$ cat src/rtl/eth_pkg.sv
// eth_pkg: shared state encoding, framing constants and CRC-32 step
// for the Ethernet TX path.
package eth_pkg;

  typedef enum logic [2:0] {
    S_IDLE,
    S_PRE,
    S_SFD,
    S_DATA,
    S_PAD,
    S_FCS,
    S_IFG
  } state_e;

  localparam logic [7:0] PREAMBLE_BYTE = 8'h55;
  localparam logic [7:0] SFD_BYTE      = 8'hD5;

  localparam int DEF_LEN_W        = 11;
  localparam int DEF_PREAMBLE_LEN = 7;
  localparam int DEF_MIN_PAYLOAD  = 60;
  localparam int DEF_IFG_CYCLES   = 12;

  // Reflected IEEE 802.3 polynomial, data consumed LSB first.
  localparam logic [31:0] CRC_POLY = 32'hEDB88320;

  function automatic logic [31:0] crc32_byte(
    input logic [31:0] c,
    input logic [7:0]  d
  );
    logic [31:0] r;
    r = c;
    for (int i = 0; i < 8; i++) begin
      r = (r >> 1) ^ ((r[0] ^ d[i]) ? CRC_POLY : 32'h0);
    end
    return r;
  endfunction

endpackage

$ cat src/rtl/eth_tx_sequencer_if.sv
// eth_tx_sequencer_if: FIFO-side pop and PHY-side valid/ready byte stream.
// master is the sequencer view, slave the FIFO/serializer view.
interface eth_tx_sequencer_if;

  logic       i_fifo_empty;
  logic [7:0] i_fifo_data;
  logic       o_fifo_rd;
  logic [7:0] o_tx_data;
  logic       o_tx_valid;
  logic       i_tx_ready;

  modport master (
    input  i_fifo_empty,
    input  i_fifo_data,
    input  i_tx_ready,
    output o_fifo_rd,
    output o_tx_data,
    output o_tx_valid
  );

  modport slave (
    output i_fifo_empty,
    output i_fifo_data,
    output i_tx_ready,
    input  o_fifo_rd,
    input  o_tx_data,
    input  o_tx_valid
  );

endinterface

$ cat src/rtl/crc32.sv
// crc32: byte-wide Ethernet FCS generator; crc is the final
// (inverted) FCS of all bytes accepted since the last reset.
module crc32
  import eth_pkg::*;
(
  input  logic        clk,
  input  logic        rst,
  input  logic        en,
  input  logic [7:0]  data_in,
  output logic [31:0] crc
);

  logic [31:0] crc_q;
  logic [31:0] crc_d;

  assign crc_d = crc32_byte(crc_q, data_in);
  assign crc   = ~crc_q;

  always_ff @(posedge clk) begin
    if (rst) begin
      crc_q <= '1;
    end else if (en) begin
      crc_q <= crc_d;
    end
  end

endmodule

$ cat src/rtl/eth_tx_sequencer.sv
// eth_tx_sequencer: frames FIFO payload as preamble/SFD/data/FCS + IFG.
// Define ETH_TX_PAD_EN to zero-pad short frames up to MIN_PAYLOAD.
module eth_tx_sequencer
  import eth_pkg::*;
#(
  parameter int LEN_W        = DEF_LEN_W,
  parameter int PREAMBLE_LEN = DEF_PREAMBLE_LEN,
`ifdef ETH_TX_PAD_EN
  parameter int MIN_PAYLOAD  = DEF_MIN_PAYLOAD,
`endif
  parameter int IFG_CYCLES   = DEF_IFG_CYCLES
) (
  input  logic               clk,
  input  logic               rst,
  input  logic               i_start,
  input  logic [LEN_W-1:0]   i_len,
  output logic               o_busy,
  output logic               o_done,
  output logic               o_underrun,
  eth_tx_sequencer_if.master bus
);

  localparam int CNT_MAX =
    (PREAMBLE_LEN > IFG_CYCLES) ? PREAMBLE_LEN : IFG_CYCLES;
  localparam int CNT_W = $clog2(CNT_MAX + 4);

  localparam logic [CNT_W-1:0] PRE_LAST = CNT_W'(PREAMBLE_LEN - 1);
  localparam logic [CNT_W-1:0] IFG_LAST = CNT_W'(IFG_CYCLES - 1);
  localparam logic [CNT_W-1:0] FCS_LAST = CNT_W'(3);

  state_e             state_q;
  state_e             data_last_st;
  logic [LEN_W-1:0]   len_q;
  logic [LEN_W-1:0]   byte_cnt_q;
  logic [LEN_W-1:0]   byte_cnt_d;
  logic [CNT_W-1:0]   cnt_q;
  logic [CNT_W-1:0]   cnt_d;
  logic               busy_q;
  logic               done_q;
  logic               under_q;

  logic               xfer;
  logic               crc_clr;
  logic               crc_en;
  logic [7:0]         crc_din;
  logic [31:0]        crc;
  logic [7:0]         tx_data;
  logic               tx_valid;
  logic               fifo_rd;

  assign byte_cnt_d = byte_cnt_q + LEN_W'(1);
  assign cnt_d      = cnt_q + CNT_W'(1);
  assign crc_clr    = (state_q == S_IDLE) && i_start
                      && (i_len != '0);

`ifdef ETH_TX_PAD_EN
  localparam logic [LEN_W-1:0] MIN_LEN = LEN_W'(MIN_PAYLOAD);
  assign data_last_st = (len_q < MIN_LEN) ? S_PAD : S_FCS;
`else
  assign data_last_st = S_FCS;
`endif

  crc32 u_crc (
    .clk     (clk),
    .rst     (rst | crc_clr),
    .en      (crc_en),
    .data_in (crc_din),
    .crc     (crc)
  );

  always_comb begin
    tx_data  = '0;
    tx_valid = 1'b0;
    fifo_rd  = 1'b0;
    crc_en   = 1'b0;
    crc_din  = '0;
    unique case (state_q)
      S_PRE: begin
        tx_valid = 1'b1;
        tx_data  = PREAMBLE_BYTE;
      end
      S_SFD: begin
        tx_valid = 1'b1;
        tx_data  = SFD_BYTE;
      end
      S_DATA: begin
        tx_valid = !bus.i_fifo_empty;
        tx_data  = bus.i_fifo_data;
        fifo_rd  = !bus.i_fifo_empty && bus.i_tx_ready;
        crc_en   = fifo_rd;
        crc_din  = bus.i_fifo_data;
      end
`ifdef ETH_TX_PAD_EN
      S_PAD: begin
        tx_valid = 1'b1;
        crc_en   = bus.i_tx_ready;
      end
`endif
      S_FCS: begin
        tx_valid = 1'b1;
        tx_data  = crc[{cnt_q[1:0], 3'b000} +: 8];
      end
      default: ;
    endcase
  end

  assign xfer = tx_valid && bus.i_tx_ready;

  always_ff @(posedge clk) begin
    if (rst) begin
      state_q    <= S_IDLE;
      len_q      <= '0;
      byte_cnt_q <= '0;
      cnt_q      <= '0;
      busy_q     <= 1'b0;
      done_q     <= 1'b0;
      under_q    <= 1'b0;
    end else begin
      done_q  <= 1'b0;
      under_q <= 1'b0;
      unique case (state_q)
        S_IDLE: begin
          if (crc_clr) begin
            len_q      <= i_len;
            byte_cnt_q <= '0;
            cnt_q      <= '0;
            busy_q     <= 1'b1;
            state_q    <= S_PRE;
          end
        end
        S_PRE: begin
          if (xfer) begin
            cnt_q <= cnt_d;
            if (cnt_q == PRE_LAST) begin
              cnt_q   <= '0;
              state_q <= S_SFD;
            end
          end
        end
        S_SFD: begin
          if (xfer) state_q <= S_DATA;
        end
        S_DATA: begin
          // An empty FIFO mid-payload aborts; no FCS follows.
          if (bus.i_fifo_empty) begin
            under_q <= 1'b1;
            cnt_q   <= '0;
            state_q <= S_IFG;
          end else if (xfer) begin
            byte_cnt_q <= byte_cnt_d;
            if (byte_cnt_d == len_q) state_q <= data_last_st;
          end
        end
`ifdef ETH_TX_PAD_EN
        S_PAD: begin
          if (xfer) begin
            byte_cnt_q <= byte_cnt_d;
            if (byte_cnt_d == MIN_LEN) state_q <= S_FCS;
          end
        end
`endif
        S_FCS: begin
          if (xfer) begin
            cnt_q <= cnt_d;
            if (cnt_q == FCS_LAST) begin
              cnt_q   <= '0;
              done_q  <= 1'b1;
              state_q <= S_IFG;
            end
          end
        end
        S_IFG: begin
          cnt_q <= cnt_d;
          if (cnt_q == IFG_LAST) begin
            cnt_q   <= '0;
            busy_q  <= 1'b0;
            state_q <= S_IDLE;
          end
        end
        default: state_q <= S_IDLE;
      endcase
    end
  end

  assign o_busy         = busy_q;
  assign o_done         = done_q;
  assign o_underrun     = under_q;
  assign bus.o_tx_data  = tx_data;
  assign bus.o_tx_valid = tx_valid;
  assign bus.o_fifo_rd  = fifo_rd;

endmodule

$ cat src/flat_wrapper.sv
// flat-port wrapper written by rule: the top's interface ports become plain ports
module eth_tx_sequencer_flat import eth_pkg::*;
#(
  parameter int LEN_W        = DEF_LEN_W,
  parameter int PREAMBLE_LEN = DEF_PREAMBLE_LEN,

  parameter int IFG_CYCLES   = DEF_IFG_CYCLES
)
  (clk, rst, i_start, i_len, o_busy, o_done, o_underrun, bus_i_fifo_empty, bus_i_fifo_data, bus_i_tx_ready, bus_o_fifo_rd, bus_o_tx_data, bus_o_tx_valid);
  eth_tx_sequencer_if bus_i ();
  input  logic clk;
  input  logic rst;
  input  logic i_start;
  input  logic [LEN_W-1:0] i_len;
  output logic o_busy;
  output logic o_done;
  output logic o_underrun;
  input wire logic [$bits(bus_i.i_fifo_empty)-1:0] bus_i_fifo_empty;
  input wire logic [$bits(bus_i.i_fifo_data)-1:0] bus_i_fifo_data;
  input wire logic [$bits(bus_i.i_tx_ready)-1:0] bus_i_tx_ready;
  output wire logic [$bits(bus_i.o_fifo_rd)-1:0] bus_o_fifo_rd;
  output wire logic [$bits(bus_i.o_tx_data)-1:0] bus_o_tx_data;
  output wire logic [$bits(bus_i.o_tx_valid)-1:0] bus_o_tx_valid;
  assign bus_i.i_fifo_empty = bus_i_fifo_empty;
  assign bus_i.i_fifo_data = bus_i_fifo_data;
  assign bus_i.i_tx_ready = bus_i_tx_ready;
  assign bus_o_fifo_rd = bus_i.o_fifo_rd;
  assign bus_o_tx_data = bus_i.o_tx_data;
  assign bus_o_tx_valid = bus_i.o_tx_valid;
  eth_tx_sequencer #(.LEN_W(LEN_W), .PREAMBLE_LEN(PREAMBLE_LEN), .IFG_CYCLES(IFG_CYCLES)) u_core (.clk(clk), .rst(rst), .i_start(i_start), .i_len(i_len), .o_busy(o_busy), .o_done(o_done), .o_underrun(o_underrun), .bus(bus_i));
endmodule
$ cat config.mk
export PLATFORM = sky130hd
export DESIGN_NAME = eth_tx_sequencer_flat
export DESIGN_NICKNAME = d
export VERILOG_FILES = /design/src/rtl/eth_pkg.sv /design/src/rtl/eth_tx_sequencer_if.sv /design/src/rtl/crc32.sv /design/src/rtl/eth_tx_sequencer.sv /design/src/flat_wrapper.sv
export SDC_FILE = /design/constraint.sdc
export NUM_CORES = 1
export LEC_CHECK = 0
export BUFFER_PORTS_ARGS = -buffer_cell sky130_fd_sc_hd__buf_2
export CAP_MARGIN = 30
export CORE_MARGIN = 5
export CORE_UTILIZATION = 45
export CTS_CLUSTER_DIAMETER = 100
export DETAILED_ROUTE_END_ITERATION = 7
export PLACE_DENSITY = 0.66
export SLEW_MARGIN = 40
export SYNTH_ARGS = -nofsm -noshare
export SYNTH_HDL_FRONTEND = slang
export SYNTH_HIERARCHICAL = 1
export SYNTH_SLANG_ARGS = --single-unit
$ cat constraint.sdc
create_clock -name clk -period 4.25 [get_ports clk]
set_clock_uncertainty 0.15 [all_clocks]
set_input_delay 0.2125 -clock clk [delete_from_list [all_inputs] [get_ports clk]]
set_output_delay 0.2125 -clock clk [all_outputs]
set_load 0.05 [all_outputs]
### After elaboration in Yosys (flattened, before gate mapping)

Cells that the tools add are included.

* flip-flop bits (word level): 64
* bits in latches: 0
* bits in writable memories: 0
* bits in read-only memories: 0
* input port bits: 24
* output and inout port bits: 13
* word-level logic and storage cells: 111
* memories: 0

* $add $sub $neg: 2
* multiply operators: 0
* div/mod/pow operators: 0
* order comparisons: 0
* eq/ne operators: 21
* shift-type cells: 1
* mux-type cells: 40
* bitwise operators: 21
* reductions and logical operators: 18

Operator list (number)
* two-way mux 32 bit: 8
* bitwise XOR 31 x 32 -> 32 bit: 8
* two-way mux 11 bit: 3
* NOT 32 bit: 1
* case mux 8 bit (4 select lines): 1
* indexed part select 32 x 6 -> 8 bit: 1
* two-way mux 3 bit: 10
* two-way mux 4 bit: 7
* case mux 11 bit (2 select lines): 1
* case mux 4 bit (5 select lines): 1
* case mux 3 bit (6 select lines): 1
* inequality test 2 x 1 -> 1 bit (second input constant): 8
* adder 11 x 1 -> 11 bit (second input constant): 1
* == test 11 bit: 1
* nonzero test 11 bit: 1
* AND reduction 9 bit: 1
* two-way mux 8 bit: 1
* bitwise XOR 1 bit: 8
* == test 3 x 2 -> 1 bit (second input constant): 2
* == test 3 bit (second input constant): 2
* inequality test 3 x 2 -> 1 bit (second input constant): 2
* OR reduction 3 bit: 2
* two-way mux 1 bit: 5
* AND reduction 5 bit: 1
* other kinds (18): 26

### Logic depth before layout (Yosys ltp)

* word-level depth: 26
* mapped depth: 10
* depth with buffers taken out: 8

### By module

The synthesis kept the hierarchy.

By module, submodules not included
* eth_tx_sequencer: instances 1, cells an instance 283, area each 2308.5 um^2, sequential area each 640.6 um^2
* crc32: instances 1, cells an instance 210, area each 1980.6 um^2, sequential area each 640.6 um^2

### Worst setup path before layout

OpenSTA, ideal clock, no wires.

* kind: register -> register
* start: register u_core.state_q[1]
* end: register u_core.u_crc.crc_q[19]
* setup time: 0.114 ns
* arrival: 2.328 ns
* required time: 3.986 ns
* path slack: 1.658 ns
* stages on the path, launching flop included: 10
* path buffers: 2
* clock period less this slack: 2.592 ns
* cell sequence: dfxtp_1 buf_2 and3b_1 clkbuf_1 and2_1 xor2_4 xnor2_2 xor3_2 xnor2_1 a21o_1

* elaborated cells on any way between the ends: 29
* those cells by class: 1 x eq/ne; 9 x mux; 16 x bitwise; 3 x reduce/logical

RTL lines
* start: declaration: RTL line eth_tx_sequencer.sv:31 `state_e state_q;`
* start signal: assignment: RTL line eth_tx_sequencer.sv:151 `if (byte_cnt_d == len_q) state_q <= data_last_st;`
* == test 3 x 2 -> 1 bit: RTL line eth_tx_sequencer.sv:77 `unique case (state_q)`
* two-way mux 8 bit: RTL line eth_tx_sequencer.sv:77
* named net u_core.crc_din[7]: RTL line eth_tx_sequencer.sv:45 `logic [7:0] crc_din;`
* bitwise XOR 1 bit: RTL line eth_pkg.sv:33 `r = (r >> 1) ^ ((r[0] ^ d[i]) ? CRC_POLY : 32'h0);`
* two-way mux 32 bit: RTL line eth_pkg.sv:33
* bitwise XOR 31 x 32 -> 32 bit: RTL line eth_pkg.sv:33
* end signal: assignment: RTL line crc32.sv:23 `crc_q <= crc_d;`
* end: declaration: RTL line crc32.sv:13 `logic [31:0] crc_q;`

The timed path passes the listed nets, and every way through them passes these cells.
A chain may end at the register's enable or synchronous reset.

### Worst setup path after layout

* start: register u_core.state_q[1]
* end: output port bus_o_fifo_rd

* longest elaborated chain between the ends: 2

RTL lines
* == test 3 x 2 -> 1 bit: RTL line eth_tx_sequencer.sv:77
* two-way mux 1 bit: RTL line eth_tx_sequencer.sv:77
* end: declaration: RTL line flat_wrapper.sv:21 `output wire logic [$bits(bus_i.o_fifo_rd)-1:0] bus_o_fifo_rd;`

No other way between the ends.

==> summary.txt <==
Setup path
  • Worst path bufs/invs: 3
  • Crit Path Category: register to output port
  • Critical path arrival: between 3 and 4 ns
  • Slowest-stage cell, CP: dfxtp_1
  • Crit end category: output port
  • CP peak stage delay: approximately 0.67 ns
  • CP top delay family: buffers and inverters
  • Crit path max fanout: 55
  • Critical path startpoint category: register
  • Req. time, crit path: a little under 4 ns
  • Crit-path cells: and3b_1 > nand3_1 > inv_2 > buf_4 > buf_2

Drt
  • DR pass1 iterations: 4
  • 1st-iter DRT viols: roughly 210
  • Via density: about 5.3
  • DRT antenna net count: 0
  • Routed vias: between 3000 and 4000
  • Routed wire length: 10600 um
  • DRC errors left: 0
  • Routed wire length per instance: ~16 um

Layout
  • Reg area: ~0.0013 mm2
  • Multi-input logic area: 0.00271 mm2
  • Filler Cell Count: roughly 900
  • Area growth, synth to finish: 12.2%
  • Core Util, Final: between 50% and 60%
  • Antenna cells: 0
  • Share of cells above drive strength 1: roughly 16%
  • Fin nets: 550

Hold path
  • Hold Crit Class: input pin to register

Placement
  • HPWL Detailed: roughly 7500 um
  • I/O Buffers: 36
  • Setup slack at placement: between 1 and 1.5 ns
  • RePlAce Congestion: 0.873

Power
  • P_sw: 870 uW
  • Leakage power: between 0.002 and 0.0025 uW
  • Switch share: 41.4%
  • Logic gate share of total power: 42.0%
  • Clock power share: between 20% and 30%
  • Peak supply drop: 197 uV
  • Reg power frac: between 30% and 40%
  • Internal Power: 1230 uW
  • Pwr dens: about 440 mW/mm2

Synthesis
  • Ranking of synthesized cells by area: dfxtp_1, xnor2_1, nor2_1
  • Top cell type by total area after synthesis: dfxtp_1
  • Yosys warns: 6
  • Yosys top cell area share: between 20% and 30%
  • Net count after synthesis: 520
  • Syn Std Cell Area: 0.00429 mm2
  • Count leader, synth: dfxtp_1
  • Syn avg cell area: between 8 and 9 um2
  • Synth cell types: 62
  • Number of enable-type register cells in the synthesized netlist: 0
  • Cells after Synth: ~500
  • Asr flop ratio synth: 0%
  • Synth cell count leaders: dfxtp_1, nor2_1, xnor2_1
  • Primary FF master, synth: dfxtp_1
  • Seq/Total Area, Yosys: roughly 30%
  • Synthesized flop and latch total: between 60 and 70

Floorplan
  • Chip Width: ~110 um
  • Ports: 37
  • Initial core utilization: around 46%
  • Die height: ~110 um
  • Num rows: 35
  • Placeable Area: slightly above 0.009 mm2
  • Die area: approximately 0.012 mm2

Global routing
  • Number of global-route vias before repair: about 3500
  • Initial antenna violation count: 0
  • All-Layer GR Usage: 19.3%
  • Pin count of the biggest net entering global routing: 56
  • Total congestion overflow: 0
  • First-pass GRT wire length: approximately 18000 um

STA
  • Max-slew violation count: 0
  • Worst setup margin: slightly below 0.9 ns
  • RSZ-0062 raised after global routing: no
  • Setup TNS: 0 ns
  • Fin crit period: between 3 and 4 ns
  • Least-Margin Pin Slew: around 0.75 ns
  • Max_slew headroom: about half
  • Smallest hold slack: 0.109 ns
  • Final Cycle Share: between 70% and 80%
  • Endpoints failing hold: 0
  • # setup viols final: 0
  • Max Freq: around 0.30 GHz

Clock network
  • Clk_lat worst skew: roughly 0.35 ns
  • Gates resized, CTS repair: 0
  • CTS max path bufs: 2
  • H-tree Lvls: 3
  • Clk sinks: 64
  • CTS root buffer: clkbuf_8
  • Clock transition at path regs: approximately 0.07 ns
  • Num CTS Buffers: 9
  • CTS tree: yes

Run
  • Max Cap Viol: 0

Outcome
  • Status: complete, no violations
[metal layers]
metal	up-vias	GRT usage (%)	routed length, um
met3	14	3.72	424
met5	-	0	0
met2	65	31.9	5260
met1	1669	24.6	4610
met4	0	8.12	255
li1	1749	-	-
[metrics by stage]
step                      power (uW)  instance area [um2]  cells
after global placement          1610                 4520    630
after detailed placement        1610                 4520    630
final                           2100                 4810    657
after floorplan                 1430                 4290    493
after CTS                       2120                 4810    657
after global routing            2240                 4810    657
[worst min-delay path, delay by kind of cell]
kind / cells / cell delay [ns]
simple gates: 1 / 0.08
buf+inv: 2 / 0.25
[cells by family after synthesis]
group                      count (synthesis)  synth area share [%]
AOI/OAI and AO/OA                        101                  16.5
adders and majority gates                  3                 0.875
DFF                                       64                  29.9
xor gates and xnor gates                  83                  21.5
and+or+nand+nor                          149                  17.3
muxes                                     20                  7.03
buffers and inverters                     73                  6.88
[flip-flops by register name, indices dropped and copies added, names as in the netlist]
| signal | count |
|---|---|
| u_core/byte_cnt_q | 11 |
| u_core/cnt_q | 4 |
| u_core/len_q | 11 |
| u_core/o_busy | 1 |
| u_core/o_done | 1 |
| u_core/o_underrun | 1 |
| u_core/state_q | 3 |
| u_core/u_crc/crc_q | 32 |
[layout make-up]
type                    count  area share (%)
repair buffers             51            6.65
clock inverters             3           0.312
clock buffers              13            3.51
inverters                  41            3.20
multi-input cells         356            56.4
flip-flops and latches     64            26.6
well taps                 129            3.35
[layout by cell type (no fill, tap or decap), types with 12 or more instances in the layout]
master,n
a21oi_1,19
buf_2,36
clkbuf_8,12
dfxtp_1,64
inv_1,38
nand2_1,32
nor2_1,50
o211ai_1,18
o21ai_0,14
xnor2_1,50
xor2_1,16
[timing repair]
| item | CTS | global route |
|---|---|---|
| hold buffers | 11 | 0 |
| hold endpoints to repair | 11 | 0 |
| buffers inserted | 0 | 0 |
[power by group through the flow]
| stage | clock network, uW | registers, uW | logic, uW |
|---|---|---|---|
| after global routing | 541 | 742 | 954 |
| final | 491 | 730 | 884 |
| after CTS | 511 | 731 | 884 |
| after global placement | 0 | 741 | 865 |
| after detailed placement | 0 | 744 | 870 |
| after floorplan | 0 | 688 | 745 |
[path summary, 6_finish.rpt]
kind                             to                   start  slack (ns)  cells past startpoint
max reg2reg  u_core/u_crc/crc_q[19]       u_core/state_q[1]        1.22                      7
min reg2reg  u_core/u_crc/crc_q[30]  u_core/u_crc/crc_q[30]        0.33                      1
max                   bus_o_fifo_rd       u_core/state_q[1]        0.88                      5
min               u_core/o_underrun        bus_i_fifo_empty        0.11                      3
Power figures use the tool's default switching activity.
